$ cat config.mk
export PLATFORM = sky130hd
export DESIGN_NAME = button_event_decoder_flat
export DESIGN_NICKNAME = d
export VERILOG_FILES = /design/src/rtl/button_event_decoder_pkg.sv /design/src/rtl/button_event_decoder_if.sv /design/src/rtl/button_event_decoder_event_slot.sv /design/src/rtl/button_event_decoder.sv /design/src/flat_wrapper.sv
export SDC_FILE = /design/constraint.sdc
export NUM_CORES = 1
export LEC_CHECK = 0
export CAP_MARGIN = 20
export CELL_PAD_IN_SITES_DETAIL_PLACEMENT = 2
export CELL_PAD_IN_SITES_GLOBAL_PLACEMENT = 2
export CORE_MARGIN = 1
export CORE_UTILIZATION = 35
export DETAILED_ROUTE_END_ITERATION = 7
export GPL_ROUTABILITY_DRIVEN = 0
export PLACE_DENSITY = 0.85
export SYNTH_ARGS = -nofsm -noshare
export SYNTH_HDL_FRONTEND = slang
export SYNTH_SLANG_ARGS = --single-unit
$ cat constraint.sdc
create_clock -name clk -period 2.9 [get_ports clk]
set_input_delay 0.29 -clock clk [delete_from_list [all_inputs] [get_ports clk]]
set_output_delay 0.29 -clock clk [all_outputs]
set_load 0.1 [all_outputs]
$ cat src/rtl/button_event_decoder_pkg.sv
// Shared event codes and FSM state encoding for the button event decoder.
package button_event_pkg;

   typedef logic [1:0] ev_code_t;

   localparam ev_code_t EV_PRESS   = 2'd0;
   localparam ev_code_t EV_RELEASE = 2'd1;
   localparam ev_code_t EV_LONG    = 2'd2;
   localparam ev_code_t EV_REPEAT  = 2'd3;

   typedef enum logic [1:0] {
      IDLE  = 2'd0,
      SHORT = 2'd1,
      LONG  = 2'd2
   } state_t;

endpackage

$ cat src/rtl/button_event_decoder_if.sv
// Valid/ack event handshake between the decoder and its consumer FSM.
interface button_event_if;
   import button_event_pkg::*;

   logic     event_valid;
   ev_code_t event_code;
   logic     event_ack;

   modport master (
      output event_valid,
      output event_code,
      input  event_ack
   );

   modport slave (
      input  event_valid,
      input  event_code,
      output event_ack
   );

endinterface

$ cat src/rtl/button_event_decoder_event_slot.sv
// One-deep event holding register with a sticky overrun flag for dropped events.
module event_slot
   import button_event_pkg::*;
(
   input  logic     clk,
   input  logic     reset_n,
   input  logic     load,
   input  ev_code_t load_code,
   input  logic     overrun_clr,
   button_event_if.master evt,
   output logic     overrun
);

   logic free;
   logic drop;

   // An ack on the same edge frees the slot for the incoming event.
   assign free = ~evt.event_valid | evt.event_ack;
   assign drop = load & ~free;

   always_ff @(posedge clk or negedge reset_n) begin
      if (!reset_n) begin
         evt.event_valid <= 1'b0;
         evt.event_code  <= EV_PRESS;
         overrun         <= 1'b0;
      end else begin
         if (load && free) begin
            evt.event_valid <= 1'b1;
            evt.event_code  <= load_code;
         end else if (evt.event_ack) begin
            evt.event_valid <= 1'b0;
         end

         if (drop) begin
            overrun <= 1'b1;
         end else if (overrun_clr) begin
            overrun <= 1'b0;
         end
      end
   end

endmodule

$ cat src/rtl/button_event_decoder.sv
// Turns a debounced button level into PRESS/RELEASE/LONG/REPEAT events.
//   state | meaning
//   IDLE  | button released or decoder disabled
//   SHORT | pressed, counting towards the long-press threshold
//   LONG  | long press reached, counting auto-repeat intervals
module button_event_decoder
   import button_event_pkg::*;
#(
   parameter int CNT_W         = 26,
   parameter int LONG_CYCLES   = 50_000_000,
   parameter int REPEAT_CYCLES = 10_000_000
)
(
   input  logic clk,
   input  logic reset_n,
   input  logic enable,
   input  logic btn_level,
   button_event_if.master evt,
   output logic held,
   output logic overrun,
   input  logic overrun_clr
);

   localparam logic [CNT_W-1:0] LONG_TC   = CNT_W'(LONG_CYCLES - 1);
   localparam logic [CNT_W-1:0] REPEAT_TC = CNT_W'(REPEAT_CYCLES - 1);

   state_t           state;
   logic [CNT_W-1:0] cnt;
   logic             btn_q;
   logic             rise;
   logic             fall;
   logic             tc_long;
   logic             tc_repeat;
   logic             ev_fire;
   ev_code_t         ev_code;

   assign rise      = btn_level & ~btn_q;
   assign fall      = ~btn_level & btn_q;
   assign tc_long   = (cnt == LONG_TC);
   assign tc_repeat = (cnt == REPEAT_TC);

   // Release always beats a terminal count landing on the same edge.
   always_comb begin
      ev_fire = 1'b0;
      ev_code = EV_PRESS;
      if (enable) begin
         case (state)
            IDLE: begin
               if (rise) begin
                  ev_fire = 1'b1;
                  ev_code = EV_PRESS;
               end
            end
            SHORT: begin
               if (fall) begin
                  ev_fire = 1'b1;
                  ev_code = EV_RELEASE;
               end else if (tc_long) begin
                  ev_fire = 1'b1;
                  ev_code = EV_LONG;
               end
            end
            LONG: begin
               if (fall) begin
                  ev_fire = 1'b1;
                  ev_code = EV_RELEASE;
               end else if (tc_repeat) begin
                  ev_fire = 1'b1;
                  ev_code = EV_REPEAT;
               end
            end
            default: begin
               ev_fire = 1'b0;
               ev_code = EV_PRESS;
            end
         endcase
      end
   end

   // btn_q tracks even while disabled, so re-enabling with the button down is silent.
   always_ff @(posedge clk or negedge reset_n) begin
      if (!reset_n) begin
         state <= IDLE;
         cnt   <= '0;
         btn_q <= 1'b0;
         held  <= 1'b0;
      end else begin
         btn_q <= btn_level;
         if (!enable) begin
            state <= IDLE;
            cnt   <= '0;
            held  <= 1'b0;
         end else begin
            case (state)
               IDLE: begin
                  if (rise) begin
                     state <= SHORT;
                     cnt   <= '0;
                     held  <= 1'b1;
                  end
               end
               SHORT: begin
                  if (fall) begin
                     state <= IDLE;
                     cnt   <= '0;
                     held  <= 1'b0;
                  end else if (tc_long) begin
                     state <= LONG;
                     cnt   <= '0;
                  end else begin
                     cnt <= cnt + CNT_W'(1);
                  end
               end
               LONG: begin
                  if (fall) begin
                     state <= IDLE;
                     cnt   <= '0;
                     held  <= 1'b0;
                  end else if (tc_repeat) begin
                     cnt <= '0;
                  end else begin
                     cnt <= cnt + CNT_W'(1);
                  end
               end
               default: begin
                  state <= IDLE;
                  cnt   <= '0;
                  held  <= 1'b0;
               end
            endcase
         end
      end
   end

   event_slot u_slot (
      .clk         (clk),
      .reset_n     (reset_n),
      .load        (ev_fire),
      .load_code   (ev_code),
      .overrun_clr (overrun_clr),
      .evt         (evt),
      .overrun     (overrun)
   );

endmodule

$ cat src/flat_wrapper.sv
// flat-port wrapper written by rule: the top's interface ports become plain ports
module button_event_decoder_flat import button_event_pkg::*;
#(
   parameter int CNT_W         = 26,
   parameter int LONG_CYCLES   = 50_000_000,
   parameter int REPEAT_CYCLES = 10_000_000
)
  (clk, reset_n, enable, btn_level, held, overrun, overrun_clr, evt_event_valid, evt_event_code, evt_event_ack);
  button_event_if evt_i ();
  input  logic clk;
  input  logic reset_n;
  input  logic enable;
  input  logic btn_level;
  output logic held;
  output logic overrun;
  input  logic overrun_clr;
  output wire logic [$bits(evt_i.event_valid)-1:0] evt_event_valid;
  output wire logic [$bits(evt_i.event_code)-1:0] evt_event_code;
  input wire logic [$bits(evt_i.event_ack)-1:0] evt_event_ack;
  assign evt_event_valid = evt_i.event_valid;
  assign evt_event_code = evt_i.event_code;
  assign evt_i.event_ack = evt_event_ack;
  button_event_decoder #(.CNT_W(CNT_W), .LONG_CYCLES(LONG_CYCLES), .REPEAT_CYCLES(REPEAT_CYCLES)) u_core (.clk(clk), .reset_n(reset_n), .enable(enable), .btn_level(btn_level), .evt(evt_i), .held(held), .overrun(overrun), .overrun_clr(overrun_clr));
endmodule
==> run_results.csv <==
group,metric,value,unit
logic_synthesis,ys_warn_count,0,
place,dp_slack,0.0237,ns
cts,post-cts-setup-buffers,0,
timing,clock-skew-final,0.0113,ns
floorplanning,die_h,80.2,um
timing,post-route-period-util,0.932,
setup_path,worst-setup-path-type,"flip-flop to flip-flop",
timing,rsz0062_at_grt,"no",
power,ir_worst_vdd,0.192,mV
place,place_area,2330,um^2
finish,final_cell_mix,"34 x dfrtp_1, 19 x nand2_1, 19 x nor2_1",
logic_synthesis,syn-cell-area,2140,um^2
logic_synthesis,synth_area_leader_cell,"dfrtp_1",
place,port_buffers,10,
floorplanning,fp.coreArea,5920,um^2
setup_path,rr_worst_depth,6,
power,powerDensity,489,nW/um^2
floorplanning,rows,28,
timing,slew_headroom,0.458,
setup_path,critPathLaunchType,"flip-flop",
setup_path,cp-endpoint,"u_core.cnt[17]",
setup_path,cp_max_fo,14,
detailed_routing,wl,6270,um
cts,htreeDepth,2,
floorplanning,num_io_pins,11,
logic_synthesis,synth_area_leaders,"dfrtp_1 40%, o21ai_0 4.2%, and3_1 3.5%",
setup_path,critPathSlowestCell,"or4_4",
timing,clock.fmax,370,MHz
global_routing,antenna_found_initial,0,
finish,area_growth,13.5,%
detailed_routing,drc,0,
logic_synthesis,synth.top_cell.area_share,0.397,
finish,mostFrequentLayoutCell,"dfrtp_1",
cts,cts_tree,"done",
cts,cts_made_buffers,5,
timing,whs,0.0815,ns
logic_synthesis,synthCells,239,
job,cap_violations,0,
cts,path_clk_slew,0.07,ns
power,p_leak,1.07,nW
status,status,"finished, final reports clean",
logic_synthesis,synth_seq_cells,34,
logic_synthesis,synth.avg_cell_area,8.96,um^2
floorplanning,die_width,80.2,um
finish,fillerInstances,680,
global_routing,grt.overflow.total,0,
finish,drive_gt1_frac,0.129,
logic_synthesis,synth_edf_count,0,
timing,worstMarginPinSlew,0.813,ns
setup_path,regToRegEndpoint,"u_core.cnt[17]",
logic_synthesis,ys_seq_area_frac,0.397,
timing,tns,0,ns
finish,layout.nets,267,
floorplanning,initial_core_util,0.362,
setup_path,worstSetupEndpointType,"flip-flop",
logic_synthesis,syn_nets,251,
timing,setup_slack,0.197,ns
global_routing,gr-usage-all-layers,0.215,
cts,postCtsHoldBufs,0,
setup_path,worstPathCellList,"or4b_1 -> or4_4 -> o211ai_4 -> nand2_2 -> and3_1 -> a221o_1",
global_routing,grt_pass1_wl,10600,um
finish,final_cell_area,2430,um^2
detailed_routing,ant_nets,0,
cts,root_buffer,"clkbuf_8",
setup_path,cp_data_required_time,3.07,ns
floorplanning,dieArea,6430,um^2
finish,post-route-util,0.410,
setup_path,critical_path_arrival,2.87,ns
cts,clockBufferDepth,2,
setup_path,worstSetupStartpoint,"u_core.cnt[8]",
detailed_routing,wl_per_cell,18.9,um
setup_path,crit_cells,6,
setup_path,r2r_slack,0.20,ns
logic_synthesis,ys_types,46,
detailed_routing,drt_iter0_drc,77,
global_routing,grt_pass1_vias,2154,
timing,min_period,2.70,ns
global_routing,grt_max_degree,35,
cts,cts.sinks,34,
timing,final-setup-viol-count,0,
detailed_routing,drt-vias-per-instance,5.99,
setup_path,slowest_delay,0.59,ns
timing,finalHoldViolCount,0,
detailed_routing,vias,1982,
worst_hold_path,hold_path.class,"input port to asynchronous set/reset pin",
detailed_routing,firstDrtPassIters,4,
timing,slew_violations,0,
cts,clock_latency,0.29,ns
setup_path,crit_family,"simple AND/OR/NAND/NOR gates",
logic_synthesis,ys.flop_type,"dfrtp_1",
setup_path,cp_num_buf_inv,0,
finish,diodes,0,
setup_path,r2r_start,"u_core.cnt[8]",
place,hpwl,4430,um
logic_synthesis,async_flop_share,1.00,
-- sequential cells by signal, indices dropped and copies added, names as in the netlist --
signal and cells:
u_core.u_slot.evt.event_code 2, u_core.held 1, u_core.state 2, u_core.cnt 26, u_core.u_slot.overrun 1, u_core.btn_q 1
u_core.u_slot.evt.event_valid 1
-- synth_stat cells (all sizes together) (2+ instances only) --
| cell type | number |
|---|---|
| clkbuf | 6 |
| or3 | 3 |
| nand4 | 8 |
| and2 | 3 |
| a21o | 5 |
| nor3 | 3 |
| nand3b | 4 |
| buf | 4 |
| o21ai | 18 |
| and3b | 2 |
| nor4bb | 2 |
| o22ai | 2 |
| nor2 | 19 |
| o311a | 2 |
| nand3 | 14 |
| or4 | 2 |
| mux2 | 3 |
| a2111oi | 2 |
| a22o | 5 |
| a21oi | 11 |
| nand2 | 20 |
| inv | 12 |
| nand2b | 3 |
| a221o | 6 |
| dfrtp | 34 |
| nor4 | 6 |
| and3 | 12 |
| a21bo | 2 |
| o211ai | 3 |
| and4 | 2 |
| mux2i | 3 |
| ha | 6 |
| nor2b | 4 |
-- worst min path at each step --
stage	start	to	slack [ns]	cells past startpoint
2_1_floorplan	reset_n	u_core.btn_q	-0.006	0
3_3_place_gp	reset_n	u_core.btn_q	0.44	1
3_5_place_dp	reset_n	u_core.btn_q	0.44	1
4_1_cts	reset_n	u_core.state[0]	0.12	1
5_1_grt	reset_n	u_core.btn_q	0.16	1
6_report	reset_n	u_core.btn_q	0.08	1
-- power breakdown --
group          internal [W]  switching (W)  leakage, nW  total [W]
sequential         0.000488      0.0000102        0.470   0.000498
combinational     0.0000936       0.000223        0.551   0.000317
clock              0.000192       0.000181       0.0482   0.000373
-- per-stage QoR --
step / instances / total power [W]
after floorplan: 239 / 0.000732
after global placement: 323 / 0.000808
after detailed placement: 323 / 0.000823
after CTS: 331 / 0.00120
after global routing: 331 / 0.00124
final: 331 / 0.00119
-- per-layer routing --
| layer | vias up | part of all wire | GRT usage |
|---|---|---|---|
| met3 | 8 | 0.022 | 0.0398 |
| li1 | 921 | - | - |
| met5 | - | 0 | 0 |
| met1 | 1028 | 0.46 | 0.265 |
| met2 | 25 | 0.50 | 0.372 |
| met4 | 0 | 0.013 | 0.0732 |
-- final cells by class --
type                            instances  area (um^2)  area share
Sequential cell                        34          851       0.350
Timing Repair Buffer                   19          150      0.0618
Clock buffer                            7         86.3      0.0355
Clock inverter                          1         5.00     0.00206
Inverter                               12         45.0      0.0185
Tap cell                               75         93.8      0.0386
Multi-Input combinational cell        183         1200       0.493
-- kinds of logic after synthesis --
kind of cell    share of synthesized area
fa+ha+maj                          0.0351
buf+inv                            0.0450
mux                                0.0298
compound gates                      0.209
simple gates                        0.284
flops                               0.397
-- what timing repair did --
item | CTS | global route
gates cloned | 0 | 0
setup endpoints to repair | 2 | 5
resized for setup | 1 | 1
Note: power is estimated with default switching activity, not from simulation.
